==> src/rtl/uart_pkg.sv <==
// Shared definitions for the parametrised UART receiver: one-hot FSM states,
// parity mode codes and the 2-of-3 vote helper.
// Optional majority sampling is selected with UART_RX_MAJORITY_EN (see sampler).
package uart_pkg;

  // One-hot state codes; each state owns exactly one flop of the state register.
  localparam logic [6:0] IDLE   = 7'b0000001;
  localparam logic [6:0] START  = 7'b0000010;
  localparam logic [6:0] DATA   = 7'b0000100;
  localparam logic [6:0] PARITY = 7'b0001000;
  localparam logic [6:0] STOP   = 7'b0010000;
  localparam logic [6:0] DONE   = 7'b0100000;
  localparam logic [6:0] BREAK  = 7'b1000000;

  typedef enum logic [6:0] {
    S_IDLE   = IDLE,
    S_START  = START,
    S_DATA   = DATA,
    S_PARITY = PARITY,
    S_STOP   = STOP,
    S_DONE   = DONE,
    S_BREAK  = BREAK
  } state_t;

  // Parity modes.
  localparam int PAR_NONE = 0;
  localparam int PAR_ODD  = 1;
  localparam int PAR_EVEN = 2;

  // 2-of-3 majority.
  function automatic logic maj3(input logic a, input logic b, input logic c);
    return (a & b) | (a & c) | (b & c);
  endfunction

endpackage

==> src/rtl/uart_rx_sampler.sv <==
// Input conditioning: 2-FF synchroniser, plus a tick-qualified 3-sample vote
// when UART_RX_MAJORITY_EN is defined (otherwise the vote is the plain sample).
// Latency: 2 clocks line-to-rx_s; vote is combinational on rx_s. No backpressure.
module uart_rx_sampler
  import uart_pkg::*;
(
  input  logic i_clock,
  input  logic i_reset,
  input  logic i_tick,
  input  logic i_rx,
  output logic o_rx_s,
  output logic o_rx_vote
);

  logic sync1_q;
  logic sync2_q;

  // Two-stage synchroniser; resets to the idle (high) line level.
  always_ff @(posedge i_clock) begin
    if (i_reset) begin
      sync1_q <= 1'b1;
      sync2_q <= 1'b1;
    end else begin
      sync1_q <= i_rx;
      sync2_q <= sync1_q;
    end
  end

  assign o_rx_s = sync2_q;

`ifdef UART_RX_MAJORITY_EN
  // The window is the two previous tick samples plus the live sample, so the
  // vote is ready on the sampling tick itself and latency matches the plain build.
  logic [1:0] hist_q;

  // Capture rx_s on every tick to form the 3-sample window.
  always_ff @(posedge i_clock) begin
    if (i_reset) begin
      hist_q <= 2'b11;
    end else if (i_tick) begin
      hist_q <= {hist_q[0], sync2_q};
    end
  end

  assign o_rx_vote = maj3(hist_q[1], hist_q[0], sync2_q);
`else
  logic unused_tick;
  assign unused_tick = i_tick;
  assign o_rx_vote   = sync2_q;
`endif

endmodule

==> src/rtl/uart_rx_param.sv <==
// Parametrised UART receiver (DATA_BITS, OVERSAMPLE, PARITY_MODE, STOP_BITS);
// build with UART_RX_MAJORITY_EN for 2-of-3 bit voting.
// Latency: o_done_bit registered on the last stop-bit sampling edge. No backpressure.
module uart_rx_param
  import uart_pkg::*;
#(
  parameter int DATA_BITS   = 8,
  parameter int OVERSAMPLE  = 16,
  parameter int PARITY_MODE = 0,
  parameter int STOP_BITS   = 1
) (
  input  logic                 i_clock,
  input  logic                 i_reset,
  input  logic                 i_tick,
  input  logic                 i_rx_data_input,
  output logic [DATA_BITS-1:0] o_data_byte,
  output logic                 o_done_bit,
  output logic                 o_parity_err,
  output logic                 o_frame_err,
  output logic                 o_busy
);

  localparam int              CNT_W     = $clog2(OVERSAMPLE);
  localparam logic [CNT_W-1:0] HALF_M1  = CNT_W'(OVERSAMPLE / 2 - 1);
  localparam logic [CNT_W-1:0] FULL_M1  = CNT_W'(OVERSAMPLE - 1);
  localparam logic [3:0]      LAST_DATA = 4'(DATA_BITS - 1);
  localparam logic [3:0]      LAST_STOP = 4'(STOP_BITS - 1);

  logic rx_s;
  logic rx_vote;

  uart_rx_sampler u_sampler (
    .i_clock   (i_clock),
    .i_reset   (i_reset),
    .i_tick    (i_tick),
    .i_rx      (i_rx_data_input),
    .o_rx_s    (rx_s),
    .o_rx_vote (rx_vote)
  );

  state_t               state_q;
  logic [CNT_W-1:0]     cnt_q;
  logic [3:0]           idx_q;
  logic [DATA_BITS-1:0] shift_q;
  logic                 par_q;
  logic                 ferr_acc_q;
  logic [DATA_BITS-1:0] data_q;
  logic                 done_q;
  logic                 perr_q;
  logic                 ferr_q;

  // XOR of received data and parity bit: 0 for even total ones, 1 for odd.
  logic par_xor;
  logic par_err;
  assign par_xor = (^shift_q) ^ par_q;
  assign par_err = (PARITY_MODE == PAR_EVEN) ? par_xor :
                   (PARITY_MODE == PAR_ODD)  ? ~par_xor : 1'b0;

  // Frame FSM with registered outputs; the counter clears on every state entry.
  always_ff @(posedge i_clock) begin
    if (i_reset) begin
      state_q    <= S_IDLE;
      cnt_q      <= '0;
      idx_q      <= '0;
      shift_q    <= '0;
      par_q      <= 1'b0;
      ferr_acc_q <= 1'b0;
      data_q     <= '0;
      done_q     <= 1'b0;
      perr_q     <= 1'b0;
      ferr_q     <= 1'b0;
    end else begin
      done_q <= 1'b0;
      case (state_q)
        S_IDLE: begin
          cnt_q      <= '0;
          idx_q      <= '0;
          ferr_acc_q <= 1'b0;
          if (!rx_s) state_q <= S_START;
        end
        S_START: begin
          if (i_tick) begin
            if (cnt_q == HALF_M1) begin
              cnt_q   <= '0;
              // A high mid-start sample means the falling edge was a glitch.
              state_q <= rx_vote ? S_IDLE : S_DATA;
            end else begin
              cnt_q <= cnt_q + 1'b1;
            end
          end
        end
        S_DATA: begin
          if (i_tick) begin
            if (cnt_q == FULL_M1) begin
              cnt_q   <= '0;
              // LSB arrives first, so shifting in from the top leaves it at bit 0.
              shift_q <= {rx_vote, shift_q[DATA_BITS-1:1]};
              if (idx_q == LAST_DATA) begin
                idx_q   <= '0;
                state_q <= (PARITY_MODE != PAR_NONE) ? S_PARITY : S_STOP;
              end else begin
                idx_q <= idx_q + 1'b1;
              end
            end else begin
              cnt_q <= cnt_q + 1'b1;
            end
          end
        end
        S_PARITY: begin
          if (i_tick) begin
            if (cnt_q == FULL_M1) begin
              cnt_q   <= '0;
              par_q   <= rx_vote;
              state_q <= S_STOP;
            end else begin
              cnt_q <= cnt_q + 1'b1;
            end
          end
        end
        S_STOP: begin
          if (i_tick) begin
            if (cnt_q == FULL_M1) begin
              cnt_q <= '0;
              if (!rx_vote) ferr_acc_q <= 1'b1;
              if (idx_q == LAST_STOP) begin
                idx_q   <= '0;
                state_q <= S_DONE;
                // Outputs load on the DONE-entry edge so they are stable with done.
                done_q  <= 1'b1;
                data_q  <= shift_q;
                perr_q  <= par_err;
                ferr_q  <= ferr_acc_q | ~rx_vote;
              end else begin
                idx_q <= idx_q + 1'b1;
              end
            end else begin
              cnt_q <= cnt_q + 1'b1;
            end
          end
        end
        S_DONE: begin
          cnt_q   <= '0;
          // A line still low here is a break, not a new start bit.
          state_q <= rx_s ? S_IDLE : S_BREAK;
        end
        S_BREAK: begin
          cnt_q <= '0;
          if (rx_s) state_q <= S_IDLE;
        end
        default: begin
          cnt_q   <= '0;
          idx_q   <= '0;
          state_q <= S_IDLE;
        end
      endcase
    end
  end

  assign o_data_byte  = data_q;
  assign o_done_bit   = done_q;
  assign o_parity_err = perr_q;
  assign o_frame_err  = ferr_q;
  assign o_busy       = (state_q != S_IDLE);

endmodule

==> config.mk <==
export PLATFORM = sky130hd
export DESIGN_NAME = uart_rx_param
export DESIGN_NICKNAME = d
export VERILOG_FILES = /design/src/rtl/uart_pkg.sv /design/src/rtl/uart_rx_sampler.sv /design/src/rtl/uart_rx_param.sv
export SDC_FILE = /design/constraint.sdc
export NUM_CORES = 1
export LEC_CHECK = 0
export CELL_PAD_IN_SITES_DETAIL_PLACEMENT = 1
export CELL_PAD_IN_SITES_GLOBAL_PLACEMENT = 1
export CORE_ASPECT_RATIO = 1.1
export CORE_MARGIN = 2
export CORE_UTILIZATION = 40
export CTS_CLUSTER_SIZE = 10
export DETAILED_ROUTE_END_ITERATION = 7
export PLACE_DENSITY = 0.75
export SLEW_MARGIN = 20
export SYNTH_ARGS = -nofsm -noshare
export SYNTH_HDL_FRONTEND = slang
export SYNTH_SLANG_ARGS = --single-unit
==> constraint.sdc <==
create_clock -name i_clock -period 2.85 [get_ports i_clock]
set_input_delay 0.4275 -clock i_clock [delete_from_list [all_inputs] [get_ports i_clock]]
set_output_delay 0.4275 -clock i_clock [all_outputs]
set_load 0.01 [all_outputs]
* Word-level counts from Yosys, hierarchy flattened
Index checks and enable logic that the tools add are counted.
W data, S select, Z words.
** Cells by class
- Reduce and logical (&&, ||, !) cells :: 11
- Eq/ne operators :: 25
- Bitwise gates (word level) :: 6
- Multiplexer cells :: 32
- $add $sub $neg :: 2
** Operators by type and width (number)
- $mux W7 :: 13
- $pmux W7 S7 :: 1
- $mux W4 :: 10
- $ne A2 B2 Y1 const B :: 12
- $pmux W4 S3 :: 1
- $reduce_and A12 Y1 :: 1
- $add A4 B1 Y4 const B :: 2
- $eq A4 B3 Y1 const B :: 2
- $pmux W4 S2 :: 1
- $reduce_and A4 Y1 :: 2
- $reduce_or A4 Y1 :: 2
- $eq A7 B1 Y1 const B :: 1
- $eq A7 B2 Y1 const B :: 1
- $eq A7 B3 Y1 const B :: 1
- $eq A7 B4 Y1 const B :: 1
- $eq A7 B5 Y1 const B :: 1
- $eq A7 B6 Y1 const B :: 1
- $eq A7 B7 Y1 const B :: 1
- $ne A7 B1 Y1 const B :: 1
- $not A1 Y1 :: 5
- $reduce_and A5 Y1 :: 1
- $eq A4 B4 Y1 const B :: 1
- $logic_not A4 Y1 :: 1
- $mux W1 :: 4
- 8 further kinds :: 9
** Word-level totals
- Output and inout bits :: 12
- Bits in registers :: 36

* Depth between registers and ports, before layout
- Depth after elaboration :: 5
- Gate-level depth with buffers :: 8

* By module
Synthesis repeated with hierarchy kept, for this count alone.
** Second synthesis, totals
- Cell total of the unflattened synthesis :: 174
- Area total of the unflattened synthesis :: 1634.1 um2
** By module, submodules not included
- uart_rx_param :: area each 1574.0 um2, times used 1, cells each 169
- uart_rx_sampler :: area each 60.1 um2, times used 1, cells each 5

* Worst setup path after synthesis
Ideal clock, no wire load.
- Path kind :: register to register
- From :: register idx_q[0]
- To :: register state_q[2]
- Path buffers :: 0
- Data required time :: 2.729 ns
- Stages on the path, launching flop included :: 8
- Arrival time :: 1.893 ns
- Path slack :: 0.836 ns
- Period minus slack after synthesis :: 2.014 ns
- Cell sequence :: dfxtp_1 -> inv_1 -> ha_1 -> nor3b_1 -> a2bb2oi_1 -> o221a_4 -> and3_4 -> mux2_4
** On the way
- Word-level cells in the longest chain between the ends :: 3
- Elaborated cells on any way between the ends :: 5
** Ends and longest elaborated chain
- start, declared :: RTL line uart_rx_param.sv:43 : logic [3:0] idx_q;
- start signal, assigned :: RTL line uart_rx_param.sv:102 : idx_q <= idx_q + 1'b1;
- start signal, assigned :: RTL line uart_rx_param.sv:134 : idx_q <= idx_q + 1'b1;
- $eq A4 B3 Y1 / $logic_not A4 Y1 (equally long branches) :: RTL line uart_rx_param.sv:98, uart_rx_param.sv:125
- $ne A2 B2 Y1 (no line)
- $reduce_and A12 Y1 (no line) *
- end signal, assigned :: RTL line uart_rx_param.sv:86 : state_q <= rx_vote ? S_IDLE : S_DATA;
- end signal, assigned :: RTL line uart_rx_param.sv:100 : state_q <= (PARITY_MODE != PAR_NONE) ? S_PARITY : S_STOP;
- end signal, assigned :: RTL line uart_rx_param.sv:144 : state_q <= rx_s ? S_IDLE : S_BREAK;
- end, declared :: RTL line uart_rx_param.sv:41 : state_t state_q;
Every way passes the cells marked *; elsewhere a longest branch is shown, timed or not.
A chain may end at the register's enable or synchronous reset.

* Final worst setup path
- From :: register state_q[2]
- To :: output o_busy
** On the way
- Word-level cells in the longest chain between the ends :: 1
** Ends and longest elaborated chain
- $ne A7 B1 Y1 :: RTL line uart_rx_param.sv:163 : assign o_busy = (state_q != S_IDLE);
- end, declared :: RTL line uart_rx_param.sv:20 : output logic o_busy
No other way between the ends.

==> impl_metrics.csv <==
group,metric,value,unit
global_routing,grt_pass1_vias,1282,
synth,netlist_top_cells_area,"dfxtp_1 42%, mux2i_1 11%, nor2_1 6.1%",
clock_tree,cts_buffers,5,
synth,ys_seq_elements,35,
synth,synth_cells,178,
global_routing,grt_pass1_wl,6150,um
floorplanning,start_util,41.8,%
synth,syn_nets,185,
clock_tree,hold_buffers,0,
clock_tree,cts_tree,"yes",
detailed_routing,drt_wl_total,3660,um
detailed_routing,route.detailed.vias_per_inst,5.38,
synth,yosysSeqAreaShare,42.3,%
worst_setup_path,max_stage_delay,0.48,ns
timing,min_period,2.38,ns
worst_setup_path,worstPathCellList,"nor4_1 -> and3b_1 -> inv_1 -> clkdlybuf4s50_1",
timing,finalClockSkew,0.00293,ns
worst_setup_path,setup.worst_path.end_class,"output port",
worst_setup_path,critical_path_arrival,1.95,ns
flow_run,maxCapViolCount,0,
detailed_routing,first_iter_violations,34,
run_status,status,"finished clean",
clock_tree,clkTransAtPathRegs,0.07,ns
timing,hold_slack,0.418,ns
timing,max_freq,0.421,GHz
worst_setup_path,path_class,"flop to output port",
power,vdd_drop_max,0.290,mV
detailed_routing,firstDrtPassIters,4,
power,p_leak,0.632,nW
placement,port_buffers,14,
power,seqPwrFrac,51.8,%
floorplanning,dieArea,4670,um^2
synth,synth-main-ff-cell,"dfxtp_1",
clock_tree,root_buffer,"clkbuf_8",
layout,regArea,701,um^2
worst_setup_path,cp.required,2.42,ns
global_routing,antenna_found_initial,0,
detailed_routing,num_vias,1319,
placement,place_congestion,0.863,
timing,rsz0062_at_grt,"false",
synth,synth_top_cell_area_share,42.3,%
worst_setup_path,crit_path_start_kind,"flop",
global_routing,grt_use_total,17.3,%
power,swShare,26.6,%
layout,layout_common_cells,"35 x dfxtp_1, 27 x nor2_1, 18 x mux2i_1, 14 x clkdlybuf4s50_1, 8 x nand2_1",
timing,setup_slack,0.474,ns
floorplanning,die_w,65.4,um
power,pwr-share-clk,35.9,%
floorplanning,rows,24,
power,p_int,0.000720,W
synth,synth_edf_count,0,
timing,slew_viol_final,0,
floorplanning,coreArea,3960,um^2
layout,final_area,1920,um^2
clock_tree,cts_setup_buffers,0,
clock_tree,cts_resized,0,
layout,diodes,0,
detailed_routing,remaining_drc_errors,0,
power,powerDensity,512,nW/um^2
global_routing,grt-ovfl-total,0,
timing,hold_viol,0,
layout,fill_cells,486,
layout,layout-drive-gt1-share,10.9,%
timing,slew-limit-headroom,57.1,%
power,p_comb_share,12.3,%
timing,worstMarginPinSlew,0.639,ns
synth,yosys_warnings,0,
worst_hold_path,hold_class,"flop to flop",
synth,syn_area,1660,um^2
synth,async_flop_share,0,%
clock_tree,clk_latency,0.29,ns
worst_setup_path,slowest_stage,"clkdlybuf4s50_1",
worst_setup_path,cp_max_fo,8,
detailed_routing,wl_per_cell,15.0,um
power,p_switching,0.000261,W
layout,final_core_util,48.3,%
placement,placed_area,1830,um^2
timing,fin_tns_setup,0,ns
floorplanning,die_h,71.5,um
synth,yosysTopAreaCell,"dfxtp_1",
layout,multi_input_area,872,um^2
synth,synth_area_per_cell,9.31,um^2
global_routing,grt_max_degree,20,
timing,setup_violations,0,
placement,dp_slack,0.516,ns
clock_tree,clock-sinks,35,
synth,ys_types,47,
layout,final_common_cell,"dfxtp_1",
timing,finalCritPeriodShare,83.4,%
clock_tree,cts.path.max_buffers,2,
layout,area_growth,15.6,%
layout,final_nets,199,
worst_setup_path,crit_buf_inv,2,
placement,hpwlAfterDp,2660,um
worst_setup_path,cp_top_family,"simple AND/OR/NAND/NOR gates",
clock_tree,htreeDepth,2,
detailed_routing,final_antenna_net_count,0,
floorplanning,ios,16,
[state kept, by name (all words and copies together), names as in the netlist]
name / flops
u_sampler.o_rx_s: 1
o_done_bit: 1
o_data_byte: 8
state_q: 6
shift_q: 8
cnt_q: 4
u_sampler.sync1_q: 1
idx_q: 4
ferr_acc_q: 1
o_frame_err: 1
[area by class of cell]
type	instances	share of cell area (%)
clock buffers	6	3.79
clock inverters	2	0.653
inverters	6	1.18
multi-input cells	126	45.5
flip-flops and latches	35	36.6
well taps	52	3.40
repair buffers	18	8.88
[Yosys cell counts, drive strengths merged, types with 2 or more instances]
master / count
nand4: 5
buf: 5
nor4: 5
nand3b: 2
a311oi: 2
inv: 6
dfxtp: 35
nor2b: 2
a21oi: 7
or4: 2
nor2: 29
nand2: 8
nand4b: 2
or2: 2
mux2i: 18
ha: 3
nand3: 3
xor2: 3
a31oi: 2
and3b: 2
o21bai: 2
clkbuf: 6
o21ai: 4
nor3b: 2
nor3: 3
nand2b: 4
[metal layers]
metal  GRT usage [%]  share of wire, %  vias up
met5               0                 0        -
met4            5.56               1.6        0
met3            4.87               3.6        5
met2            27.9                49       17
met1            22.4                46      640
li1                -                 -      657
[power groups by stage]
stage	combinational [W]	sequential [W]	clock (W)
floorplan	0.0000928	0.000515	0
global placement	0.000115	0.000518	0
detailed placement	0.000121	0.000519	0
CTS	0.000121	0.000507	0.000365
global route	0.000132	0.000509	0.000381
finish	0.000121	0.000508	0.000352
[stage by stage]
step           instances  power (W)
6_report             245   0.000981
5_1_grt              245    0.00102
4_1_cts              245   0.000993
3_5_place_dp         237   0.000640
3_3_place_gp         237   0.000633
2_1_floorplan        178   0.000607
[worst register-to-register path, cell delays in order (launching register included)]
cell	delay, ns
dfxtp_1	0.37
inv_1	0.08
ha_1	0.14
nor3b_1	0.18
buf_4	0.16
a2bb2oi_1	0.41
o221a_4	0.28
and3_4	0.22
mux2_4	0.30
[kinds of logic after synthesis]
logic type	synth area share [%]
adder cells (fa/ha/maj)	2.27
other	0.226
AO/OA/AOI/OAI	11.1
buffers and inverters	5.06
XOR/XNOR	2.12
flip-flops	42.3
multiplexers	11.8
AND/OR/NAND/NOR	25.1
[final timing paths]
kind | to | slack (ns) | cells past startpoint | startpoint
worst max-delay path | o_busy | 0.47 | 4 | state_q[2]
worst min-delay path | u_sampler.o_rx_s | 0.42 | 1 | u_sampler.sync1_q
worst max register to register | state_q[2] | 0.60 | 8 | idx_q[0]
worst min register to register | u_sampler.o_rx_s | 0.42 | 1 | u_sampler.sync1_q
Power figures use the tool's default switching activity.
